<file path="config.mk">
export PLATFORM = sky130hd
export DESIGN_NAME = clk_period_meas
export DESIGN_NICKNAME = d
export VERILOG_FILES = /design/src/rtl/clk_period_meas.sv
export SDC_FILE = /design/constraint.sdc
export NUM_CORES = 1
export LEC_CHECK = 0
export CAP_MARGIN = 20
export CORE_MARGIN = 2
export CORE_UTILIZATION = 49
export CTS_BUF_LIST = sky130_fd_sc_hd__clkbuf_4 sky130_fd_sc_hd__clkbuf_8
export DETAILED_ROUTE_END_ITERATION = 12
export PLACE_DENSITY = 0.78
export SYNTH_ARGS = -nofsm -noshare
export SYNTH_HDL_FRONTEND = slang
export SYNTH_SLANG_ARGS = --single-unit
export TNS_END_PERCENT = 5
</file>
<file path="constraint.sdc">
create_clock -name clk -period 4.2 [get_ports clk]
set_input_delay 0.84 -clock clk [delete_from_list [all_inputs] [get_ports clk]]
set_output_delay 0.84 -clock clk [all_outputs]
set_load 0.005 [all_outputs]
</file>
<file path="src/rtl/clk_period_meas.sv">
// Measures period and high time of a slow, clk-synchronous clock (clk_in) in clk cycles,
// and flags a stuck input when no rising edge arrives within TIMEOUT cycles.
module clk_period_meas #(
    parameter int unsigned CNT_W   = 8,
    parameter int unsigned TIMEOUT = 16
) (
    input  logic             clk,
    input  logic             rst,
    input  logic             en,
    input  logic             clk_in,
    output logic [CNT_W-1:0] period,
    output logic [CNT_W-1:0] high_time,
    output logic             meas_valid,
    output logic             stuck
);

    localparam logic [CNT_W-1:0] TIMEOUT_C = CNT_W'(TIMEOUT);
    localparam logic [CNT_W-1:0] ONE_C     = CNT_W'(1);
    localparam logic [CNT_W-1:0] ZERO_C    = '0;

    typedef enum logic [1:0] {
        IDLE  = 2'd0,
        MEAS  = 2'd1,
        STUCK = 2'd2
    } state_e;

    state_e           state_q,      state_d;
    logic [CNT_W-1:0] per_cnt_q,    per_cnt_d;
    logic [CNT_W-1:0] hi_cnt_q,     hi_cnt_d;
    logic [CNT_W-1:0] period_q,     period_d;
    logic [CNT_W-1:0] high_time_q,  high_time_d;
    logic             meas_valid_q, meas_valid_d;
    logic             stuck_q,      stuck_d;
    logic             clk_in_d_q;

    logic             rise_c;
    logic             at_limit_c;

    assign rise_c     = clk_in & ~clk_in_d_q;
    assign at_limit_c = (per_cnt_q == TIMEOUT_C);

    // Next-state, counter and output logic; a rise always wins over the timeout.
    always_comb begin
        state_d      = state_q;
        per_cnt_d    = per_cnt_q;
        hi_cnt_d     = hi_cnt_q;
        period_d     = period_q;
        high_time_d  = high_time_q;
        meas_valid_d = 1'b0;

        if (!en) begin
            state_d   = IDLE;
            per_cnt_d = ZERO_C;
            hi_cnt_d  = ZERO_C;
        end else begin
            unique case (state_q)
                IDLE: begin
                    if (rise_c) begin
                        state_d   = MEAS;
                        per_cnt_d = ONE_C;
                        hi_cnt_d  = ONE_C;
                    end else if (at_limit_c) begin
                        state_d = STUCK;
                    end else begin
                        per_cnt_d = per_cnt_q + ONE_C;
                    end
                end
                MEAS: begin
                    if (rise_c) begin
                        period_d     = per_cnt_q;
                        high_time_d  = hi_cnt_q;
                        meas_valid_d = 1'b1;
                        per_cnt_d    = ONE_C;
                        hi_cnt_d     = ONE_C;
                    end else if (at_limit_c) begin
                        state_d = STUCK;
                    end else begin
                        per_cnt_d = per_cnt_q + ONE_C;
                        hi_cnt_d  = hi_cnt_q + CNT_W'(clk_in);
                    end
                end
                STUCK: begin
                    if (rise_c) begin
                        state_d   = MEAS;
                        per_cnt_d = ONE_C;
                        hi_cnt_d  = ONE_C;
                    end
                end
                default: begin
                    state_d   = IDLE;
                    per_cnt_d = ZERO_C;
                    hi_cnt_d  = ZERO_C;
                end
            endcase
        end

        stuck_d = (state_d == STUCK);
    end

    // Edge-detect register resets high so a level already high at release is not a rise.
    always_ff @(posedge clk) begin
        if (rst) begin
            state_q      <= IDLE;
            per_cnt_q    <= ZERO_C;
            hi_cnt_q     <= ZERO_C;
            period_q     <= ZERO_C;
            high_time_q  <= ZERO_C;
            meas_valid_q <= 1'b0;
            stuck_q      <= 1'b0;
            clk_in_d_q   <= 1'b1;
        end else begin
            state_q      <= state_d;
            per_cnt_q    <= per_cnt_d;
            hi_cnt_q     <= hi_cnt_d;
            period_q     <= period_d;
            high_time_q  <= high_time_d;
            meas_valid_q <= meas_valid_d;
            stuck_q      <= stuck_d;
            clk_in_d_q   <= clk_in;
        end
    end

    assign period     = period_q;
    assign high_time  = high_time_q;
    assign meas_valid = meas_valid_q;
    assign stuck      = stuck_q;

endmodule

</file>
# == After elaboration in Yosys (flattened, before gate mapping) ==
# Index checks and enable logic that the tools add are counted.
# op_classes
addsub,2
n_eq_ne,8
muxes,14
n_bitwise,4
reduce_logical,8
# ops
op,count
$mux W8,5
$pmux W8 S2,2
$mux W2,5
$add A8 B1 Y8,1
$add A8 B1 Y8 const B,1
$eq A8 B5 Y1 const B,1
$ne A3 B3 Y1 const B,2
$pmux W2 S3,1
$reduce_or A2 Y1,3
$eq A2 B2 Y1 const B,2
$reduce_and A2 Y1,2
$not A1 Y1,3
$reduce_and A3 Y1,1
$reduce_or A3 Y1,1
$eq A2 B1 Y1 const B,1
$logic_not A2 Y1,1
$ne A2 B1 Y1 const B,1
$ne A2 B2 Y1 const B,1
$and A1 B1 Y1,1
$mux W1,1
# totals
reg_bits,37
input_bits,4

# == Depth between registers and ports, before layout ==
# Gate-level depths: netlist of run 1.
# depth
depth_word,6
depth_mapped,7
ltp_nobuf,6

# == Worst setup path after synthesis of run 1 ==
# No wires, ideal clock.
# synth_timing
path_kind,input port to flip-flop
startpoint,input clk_in
endpoint,register high_time_q[6] (netlist: high_time[6])
arrival_ps,1708
t_required_ps,4072
setup_slack_ps,2364
cell_stages,6
cell_sequence,nor2b_1 > nand3_1 > buf_2 > buf_4 > mux2i_1 > nor2_1
# synth_between
elab_chain_len,2
# synth_rtl
item,line,source
start: declaration,10,"input logic clk_in,"
$and A1 B1 Y1,39,assign rise_c = clk_in & ~clk_in_d_q;
$reduce_and A3 Y1 (no line),-,
end signal: assignment,116,high_time_q <= high_time_d;
end: declaration,31,"logic [CNT_W-1:0] high_time_q, high_time_d;"
# No other way between the ends.
# A chain may end at the register's enable or synchronous reset.

# == Worst setup path in the final report of run 1 ==
# layout_timing
startpoint,input clk_in
endpoint,register period_q[2] (netlist: period[2])
# layout_between
elab_chain_len,2
# layout_rtl
item,line,source
$and A1 B1 Y1,39,
$reduce_and A3 Y1 (no line),-,
end signal: assignment,115,period_q <= period_d;
end: declaration,30,"logic [CNT_W-1:0] period_q, period_d;"
# No other way between the ends.

==> results by group, run 1 <==
Status
  – Run status: finished, final reports clean

Global route
  – Vias in the first global route: 1230
  – Largest net degree at the start of global routing: 20
  – Grt total ovfl: 0
  – Initial antenna violation count: 0
  – Global-route wire length before repair: 5.29 mm
  – Global router's overall resource usage: 0.194

Clock network
  – CTS tree: done
  – CTS max path bufs: 2
  – Sink Count: 37
  – Root Buffer: clkbuf_4
  – Post-CTS resize count: 0
  – Worst-path clk slew: 0.10 ns
  – # Post-CTS Setup Buffers: 0
  – Hold_buf cts: 0
  – Cts bufs inserted: 5
  – H-tree levels: 2
  – Worst-Skew Late Latency: 0.34 ns

Routing
  – DRT Wirelength: 3.17 mm
  – Vias per cell: 5.44
  – DRT Pass-1 Iters: 4
  – Residual DRC: 0
  – Routed vias: 1272
  – DRT iter0 DRCs: 33
  – Drt wl/cell: 13.6 µm
  – Antenna Nets Post-Route: 0

Setup path
  – CP max FO: 17
  – Required @ worst endpoint: 4.41 ns
  – Crit start category: input port
  – Worst r2r path cells: 4
  – Critical path capture point type: register
  – Setup CP Type: input port to register
  – Slowest stage delay, CP: 0.77 ns
  – Slowest CP cell: nand3_1
  – Critical Path, Cell by Cell: clkdlybuf4s50_1, nor2b_1, nand3_1, mux2i_1, nor2_1
  – Critical Path AT: 2.89 ns

Floorplan
  – Die Footprint: 3730 µm²
  – Die width: 61.0 µm
  – # IOs: 22
  – Rows: 20
  – Starting Density: 0.518
  – Die Y: 61.0 µm
  – Core Area: 3080 µm²

Worst hold path
  – Hold Path Depth: 2
  – Worst hold path class: register to register

Flow run
  – Max-cap violations: 0

Pwr
  – Cell-internal power: 510 µW
  – PwrDens: 335 nW/µm²
  – Leakage Power: 0.000796 µW
  – Pwr Total: 637 µW
  – Reg power frac: 0.559
  – Combinational Power Share: 0.033
  – Clock share of power: 0.408
  – Net Sw Power: 127 µW
  – VDD IR max: 0.000232 V
  – Net Sw Frac: 0.199

Synth
  – Total nets after synthesis: 177
  – Synth top area cells: dfxtp_1 46%, mux2i_1 10%, nor2_1 7.1%, a21oi_1 3.8%, ha_1 3.1%
  – Seq cells post-synth: 37
  – Synth warn: 0
  – Synth top area share: 0.465
  – Sequential-to-total area share from yosys stat: 0.465
  – Mapped Area: 1590 µm²
  – Yosys cell types: 36
  – Synthesized instance count: 169
  – Largest area contributor in the netlist: dfxtp_1
  – Avg Cell Area, Syn: 9.43 µm²

Finish
  – Layout filler cell count: 286
  – Nets: 197
  – Antenna cells: 0
  – Final core occ: 0.617
  – Syn-to-layout area delta: 19.2%
  – Layout cells sized above 1: 0.0895

Placed design
  – Placer Congestion: 0.846
  – Pre-CTS WS: 1.16 ns
  – I/O Buffers: 21
  – Post-DP HPWL: 2.31 mm

STA
  – Final worst-path setup slack: 1.52 ns
  – Slew Viols, Final: 0
  – Worst Skew: 0.00412 ns
  – Fin crit share: 0.637
  – Slew @ Worst Pin: 1.02 ns
  – Minimum clock period: 2.68 ns
  – Slew headroom: 0.315
  – FMAX: 374 MHz
  – Final hold viol count: 0
  – RSZ-0062 raised after global routing: no
  – Setup-failing EPs final: 0
  – Setup TNS: 0 ns
sequential cells by signal, summed over array words and instances, names as in the netlist:
| name | flops |
|---|---|
| high_time | 8 |
| clk_in_d_q | 1 |
| hi_cnt_q | 8 |
| period | 8 |
| meas_valid | 1 |
| stuck | 1 |
| state_q | 2 |
| per_cnt_q | 8 |
worst paths after layout:
kind                                  from         to  slack [ns]
worst max-delay path                clk_in  period[2]        1.52
worst min-delay path             period[3]  period[3]        0.50
worst max register to register  state_q[0]  period[2]        2.08
worst min register to register   period[3]  period[3]        0.50
power groups by stage:
| stage | Combinational (µW) | Sequential (µW) | Clock [µW] |
|---|---|---|---|
| global placement | 20.0 | 363 | 0 |
| CTS | 21.3 | 356 | 266 |
| floorplan | 15.3 | 362 | 0 |
| detailed placement | 21.2 | 364 | 0 |
| global route | 23.5 | 356 | 278 |
| finish | 21.2 | 356 | 260 |
per-layer routing:
metal / vias up / share of wire / wire length, µm / global-route usage
met3: 5 / 0.038 / 121 / 0.0399
met5: - / 0 / 0 / 0
li1: 630 / - / - / -
met1: 603 / 0.44 / 1400 / 0.220
met4: 0 / 0.017 / 53 / 0.121
met2: 34 / 0.50 / 1600 / 0.331
cell usage in the layout, fill, tap and decap left out, types with 2 or more instances in the layout:
cell	instances
and3_1	2
clkbuf_4	6
or2_2	2
nand3_1	7
or3_1	2
xor2_1	5
dfxtp_1	37
nor4b_1	2
nor2_1	30
o21ai_0	5
inv_1	4
nand2_1	6
nor2b_1	2
ha_1	4
mux2i_1	16
nand4_1	4
and4_2	2
a21oi_1	12
or4b_4	2
xnor2_1	4
nand3b_1	2
clkdlybuf4s50_1	21
cell usage after synthesis, drive strengths merged:
library cell and number:
dfxtp 37, nor2 30, mux2i 16, a21oi 12, nand3 7, nand2 6, o21ai 6, buf 5
xor2 5, ha 4, inv 4, nand4 4, xnor2 4, clkbuf 3, and2b 2, and3 2
and4 2, nand3b 2, nor2b 2, nor4b 2, or2 2, or3 2, or4b 2, nand2b 1
nor3b 1, o2111ai 1, o211a 1, o211ai 1, o221ai 1, o31ai 1, or2b 1
through the flow:
step / hold WS (ns) / instances / area [µm²]
after floorplan: 0.456 / 169 / 1590
after CTS: 0.509 / 234 / 1900
after global routing: 0.540 / 234 / 1900
final: 0.504 / 234 / 1900
after global placement: 0.472 / 226 / 1810
after detailed placement: 0.484 / 226 / 1810
logic make-up after synthesis:
group	synth area share
adder cells (fa/ha/maj)	0.0314
multiplexers	0.100
XOR/XNOR	0.0494
flip-flops	0.465
buffers and inverters	0.0400
AND/OR/NAND/NOR	0.228
AO/OA/AOI/OAI	0.0856
critical path: cells and delay by family:
| kind | cells | cell delay, ns |
|---|---|---|
| buf+inv | 1 | 0.51 |
| mux | 1 | 0.43 |
| simple gates | 3 | 1.10 |
final cells by class:
cell class / count / area (µm²) / area share
clock buffer: 7 / 58.8 / 0.0310
inverter: 4 / 15.0 / 0.00791
tap: 44 / 55.1 / 0.0290
timing repair buffer: 21 / 210 / 0.111
multi-input combinational: 120 / 790 / 0.416
clock inverter: 1 / 30.0 / 0.0158
sequential: 37 / 741 / 0.390
Power figures use the tool's default switching activity.
==> run 2, diff against run 1 <==
clock period = 2.7 ns   (was 4.2 ns; I/O delays follow)
==> run 2 against run 1 <==
Against the previous run: design area decreased by 0.99%; sequential share of layout area up 0.39 points; worst hold slack hardly changed; largest cell class unchanged; highest routed layer unchanged; combinational power is 55% higher.
==> results by group, run 2 (synthesis gave the netlist of run 1 again) <==
STA
  – RSZ-0062 raised after global routing: no
  – Final hold viol count: 0 (unchanged)
  – Fin crit share: 0.683
  – Slew Viols, Final: 0 (unchanged)
  – Worst Skew: 0.00585 ns (+0.00173 ns)
  – Slew @ Worst Pin: 0.652 ns (-0.373 ns)
  – Slew headroom: 0.559 (+0.245)
  – Minimum clock period: 1.84 ns
  – FMAX: 542 MHz
  – Setup TNS: 0 ns (unchanged)
  – Setup-failing EPs final: 0 (unchanged)

Routing
  – DRT Wirelength: 2.99 mm (-5.8%)
  – DRT iter0 DRCs: 26 (-21%)
  – Residual DRC: 0 (unchanged)
  – Antenna Nets Post-Route: 0 (unchanged)
  – Drt wl/cell: 12.7 µm (-6.6%)
  – Vias per cell: 5.24 (-3.7%)
  – DRT Pass-1 Iters: 4 (unchanged)
  – Routed vias: 1236 (-2.8%)

Setup path
  – Required @ worst endpoint: 2.93 ns (-1.48 ns)
  – Critical Path AT: 2.08 ns (-0.81 ns)
  – Setup CP Type: register to register
  – Crit start category: register
  – Critical path capture point type: register
  – CP max FO: 7 (-10)

Floorplan
  – Core Area: 3080 µm² (unchanged)
  – Die Y: 61.0 µm (unchanged)
  – Starting Density: 0.518 (unchanged)
  – Rows: 20 (unchanged)
  – Die width: 61.0 µm (unchanged)
  – Die Footprint: 3730 µm² (unchanged)
  – # IOs: 22 (unchanged)

Placed design
  – Post-DP HPWL: 2.28 mm (-1.3%)
  – Placer Congestion: 0.891 (+5.3%)
  – Dpl cell area: 1830 µm² (+0.83%)
  – I/O Buffers: 21 (unchanged)

Clock network
  – Hold_buf cts: 0 (unchanged)
  – # Post-CTS Setup Buffers: 0 (unchanged)
  – Sink Count: 37 (unchanged)
  – Worst-Skew Late Latency: 0.34 ns (about the same)
  – Post-CTS resize count: 0 (unchanged)
  – H-tree levels: 2 (unchanged)
  – Root Buffer: clkbuf_4
  – CTS max path bufs: 2 (unchanged)
  – Worst-path clk slew: 0.11 ns (about the same)
  – CTS tree: done
  – Cts bufs inserted: 5 (unchanged)

Finish
  – Most common cell after layout, fill and taps aside: dfxtp_1
  – Nets: 199 (+1.0%)
  – Commonest cells after routing, fill and taps aside: 37 x dfxtp_1, 30 x nor2_1, 21 x clkdlybuf4s50_1
  – Antenna cells: 0 (unchanged)
  – Syn-to-layout area delta: 18.0%
  – Layout filler cell count: 279 (-2.4%)
  – Post-route cell area: 1880 µm² (-0.99%)
  – Layout cells sized above 1: 0.0990 (+0.00948)

Pwr
  – PwrDens: 460 nW/µm² (+37%)
  – Pwr Total: 865 µW (+36%)
  – VDD IR max: 0.000293 V (+26%)
  – Leakage Power: 0.000787 µW (-1.1%)

Global route
  – Global router's overall resource usage: 0.192 (-0.00192)
  – Largest net degree at the start of global routing: 19 (-5.0%)
  – Global-route wire length before repair: 5.16 mm (-2.5%)
  – Initial antenna violation count: 0 (unchanged)
  – Vias in the first global route: 1256 (+2.1%)
  – Grt total ovfl: 0 (unchanged)

Worst hold path
  – Worst hold path class: register to register

Status
  – Run status: finished, final reports clean

Flow run
  – Max-cap violations: 0 (unchanged)
## run 2: changes by cell type in the layout (fill, tap and decap cells not counted)
cell,previous run,this run
clkinvlp_4,0,1
bufinv_16,1,0
clkbuf_8,1,0
buf_4,0,2
clkbuf_4,6,5
clkinv_2,0,2
## run 2: layout make-up
class / count / area [µm²] / share of cell area
well taps: 44 / 55.1 / 0.0293
inverters: 4 / 15.0 / 0.00798
clock buffers: 5 / 37.5 / 0.0200
flip-flops and latches: 37 / 741 / 0.394
clock inverters: 3 / 17.5 / 0.00931
repair buffers: 23 / 225 / 0.120
multi-input cells: 120 / 790 / 0.420
## run 2: per-stage QoR
| stage | hold slack [ns] | worst slack [ns] | cells | util |
|---|---|---|---|---|
| after global placement | 0.475 | 0.661 | 228 | 0.593 |
| after floorplan | 0.456 | 1.15 | 169 | - |
| after detailed placement | 0.486 | 0.598 | 228 | 0.593 |
| after CTS | 0.505 | 0.827 | 236 | 0.611 |
| final | 0.505 | 0.856 | 236 | 0.611 |
| after global routing | 0.539 | 0.573 | 236 | 0.611 |
## run 2: final timing paths
check | startpoint | endpoint | slack, ns | cells after the start
worst max-delay path | per_cnt_q[0] | per_cnt_q[0] | 0.86 | 6
worst min-delay path | hi_cnt_q[6] | hi_cnt_q[6] | 0.50 | 2
worst max register to register | per_cnt_q[0] | per_cnt_q[0] | 0.86 | 6
worst min register to register | hi_cnt_q[6] | hi_cnt_q[6] | 0.50 | 2
## run 2: per-layer routing
layer | global-route usage | vias to the layer above | share of wire
li1 | - | 631 | -
met1 | 0.207 | 577 | 0.45
met2 | 0.334 | 22 | 0.50
met3 | 0.0672 | 6 | 0.035
met4 | 0.0901 | 0 | 0.016
met5 | 0 | - | 0
## run 2: where the power goes
| group | switching (µW) | internal [µW] |
|---|---|---|
| Sequential | 4.33 | 549 |
| Clock | 181 | 98.1 |
| Combinational | 18.4 | 14.5 |
## run 2: worst max-delay path: stages (launching register included)
cell,delay [ns]
dfxtp_1,0.40
inv_1,0.08
ha_1,0.15
nor4b_1,0.55
a21oi_1,0.25
xnor2_1,0.23
a21oi_1,0.09
==> run 3, diff against run 2 <==
clock period = 1.75 ns   (was 2.7 ns; I/O delays follow)
==> run 3 against run 2 <==
Against the previous run: count of clock-buffer cells in the layout did not move; via count increased by 4.6%; total power is 56% higher; routed wire length up 4.6%; design area increased by 3.9%; critical path type unchanged; largest power group unchanged.
==> results by group, run 3 (synthesis gave the netlist of run 1 again) <==
STA
  – Slew @ Worst Pin: 0.495 ns (-0.157 ns)
  – RSZ-0062 raised after global routing: no
  – Slew headroom: 0.666 (+0.106)
  – Worst Skew: 0.00742 ns (+0.00158 ns)
  – Setup-failing EPs final: 0 (unchanged)
  – Fin crit share: 0.931 (+0.248)
  – Final hold viol count: 0 (unchanged)
  – Slew Viols, Final: 0 (unchanged)
  – WHS: 0.510 ns (+0.00543 ns)
  – FMAX: 614 MHz (+13%)
  – Minimum clock period: 1.63 ns (-0.214 ns)

Clock network
  – Post-CTS resize count: 0 (unchanged)
  – Worst-path clk slew: 0.11 ns (about the same)
  – CTS tree: done
  – H-tree levels: 2 (unchanged)
  – CTS max path bufs: 2 (unchanged)
  – Sink Count: 37 (unchanged)
  – # Post-CTS Setup Buffers: 0 (unchanged)
  – Hold_buf cts: 0 (unchanged)
  – Root Buffer: clkbuf_4
  – Cts bufs inserted: 5 (unchanged)
  – Worst-Skew Late Latency: 0.34 ns (about the same)

Placed design
  – Post-DP HPWL: 2.40 mm (+5.4%)
  – Dpl cell area: 1900 µm² (+4.0%)
  – Placer Congestion: 0.917 (+2.9%)
  – Placed cells: 236 (+3.5%)
  – I/O Buffers: 21 (unchanged)

Floorplan
  – Rows: 20 (unchanged)
  – Die width: 61.0 µm (unchanged)
  – Die Y: 61.0 µm (unchanged)
  – Core Area: 3080 µm² (unchanged)
  – Starting Density: 0.518 (unchanged)
  – Die Footprint: 3730 µm² (unchanged)
  – # IOs: 22 (unchanged)

Finish
  – Nets: 207 (+4.0%)
  – Syn-to-layout area delta: 22.5%
  – Commonest cells after routing, fill and taps aside: 37 x dfxtp_1, 30 x nor2_1, 21 x clkdlybuf4s50_1
  – Layout cells sized above 1: 0.135 (+0.0360)
  – Fin cells: 244 (+3.4%)
  – Post-route cell area: 1950 µm² (+3.9%)
  – Antenna cells: 0 (unchanged)
  – Most common cell after layout, fill and taps aside: dfxtp_1

Setup path
  – Reg2Reg Setup Slack: 0.12 ns (-0.74 ns)
  – Required @ worst endpoint: 2.02 ns (-0.91 ns)
  – Critical path capture point type: register
  – Critical Path AT: 1.90 ns (-0.18 ns)
  – Setup CP Type: register to register
  – Crit start category: register
  – CP max FO: 4 (-3)

Status
  – Run status: finished, final reports clean

Pwr
  – Pwr Total: 1350 µW (+56%)
  – VDD IR max: 0.000484 V (+65%)
  – PwrDens: 690 nW/µm² (+50%)
  – Leakage Power: 0.000833 µW (+5.9%)

Global route
  – Initial antenna violation count: 0 (unchanged)
  – Global router's overall resource usage: 0.190 (-0.00167)
  – Global-route wire length before repair: 5.28 mm (+2.3%)
  – Vias in the first global route: 1197 (-4.7%)
  – Grt total ovfl: 0 (unchanged)
  – Largest net degree at the start of global routing: 19 (unchanged)

Flow run
  – Max-cap violations: 0 (unchanged)

Routing
  – DRT Wirelength: 3.12 mm (+4.6%)
  – Drt wl/cell: 12.8 µm (+1.1%)
  – Residual DRC: 0 (unchanged)
  – Antenna Nets Post-Route: 0 (unchanged)
  – DRT iter0 DRCs: 53 (+100%)
  – Vias per cell: 5.30 (+1.2%)
  – DRT Pass-1 Iters: 4 (unchanged)
  – Routed vias: 1293 (+4.6%)

Worst hold path
  – Worst hold path class: register to register
-- run 3: cell types whose count changed in the layout (fill, tap and decap cells not counted) --
cell | previous run | this run
buf_12 | 0 | 1
buf_4 | 2 | 9
-- run 3: final cells by class --
| class | instances | area, µm² |
|---|---|---|
| multi-input cells | 120 | 790 |
| well taps | 44 | 55.1 |
| fillers | 263 | 1120 |
| inverters | 4 | 15.0 |
| flip-flops and latches | 37 | 741 |
| clock inverters | 3 | 17.5 |
| repair buffers | 31 | 298 |
| clock buffers | 5 | 37.5 |
-- run 3: final timing paths --
path,startpoint,cells after the start,to
setup reg to reg,per_cnt_q[0],6,per_cnt_q[1]
hold reg to reg,high_time[6],2,high_time[6]
hold / removal,high_time[6],2,high_time[6]
setup / recovery,per_cnt_q[0],6,per_cnt_q[1]
-- run 3: report_power, final --
group	total [µW]	leakage (µW)	switching, µW	internal, µW
Sequential	850	0.000299	3.31	846
Combinational	66.1	0.000504	34.5	31.6
Clock	433	0.0000310	281	151
Total	1350	0.000833	319	1030
-- run 3: per-stage QoR --
step                      worst slack [ns]  setup TNS (ns)  utilization
after global placement             -0.0849          -0.174        0.617
after detailed placement            -0.136          -0.482        0.617
after floorplan                      0.203               0            -
after CTS                            0.123               0        0.635
final                                0.120               0        0.635
after global routing                0.0237               0        0.635
-- run 3: critical path: stages, from the launching register on --
cell and delay (ns):
dfxtp_1 0.32, inv_1 0.06, ha_1 0.15, or4b_4 0.50
nor2_1 0.28, o21ai_0 0.12, a21oi_1 0.13
-- run 3: layer usage --
metal | track usage | wire length [µm] | share of wire | up-vias
met1 | 0.237 | 1400 | 0.45 | 606
met5 | 0 | 0 | 0 | -
met2 | 0.318 | 1520 | 0.49 | 33
li1 | - | - | - | 647
met4 | 0.0776 | 61 | 0.020 | 0
met3 | 0.0441 | 151 | 0.048 | 7
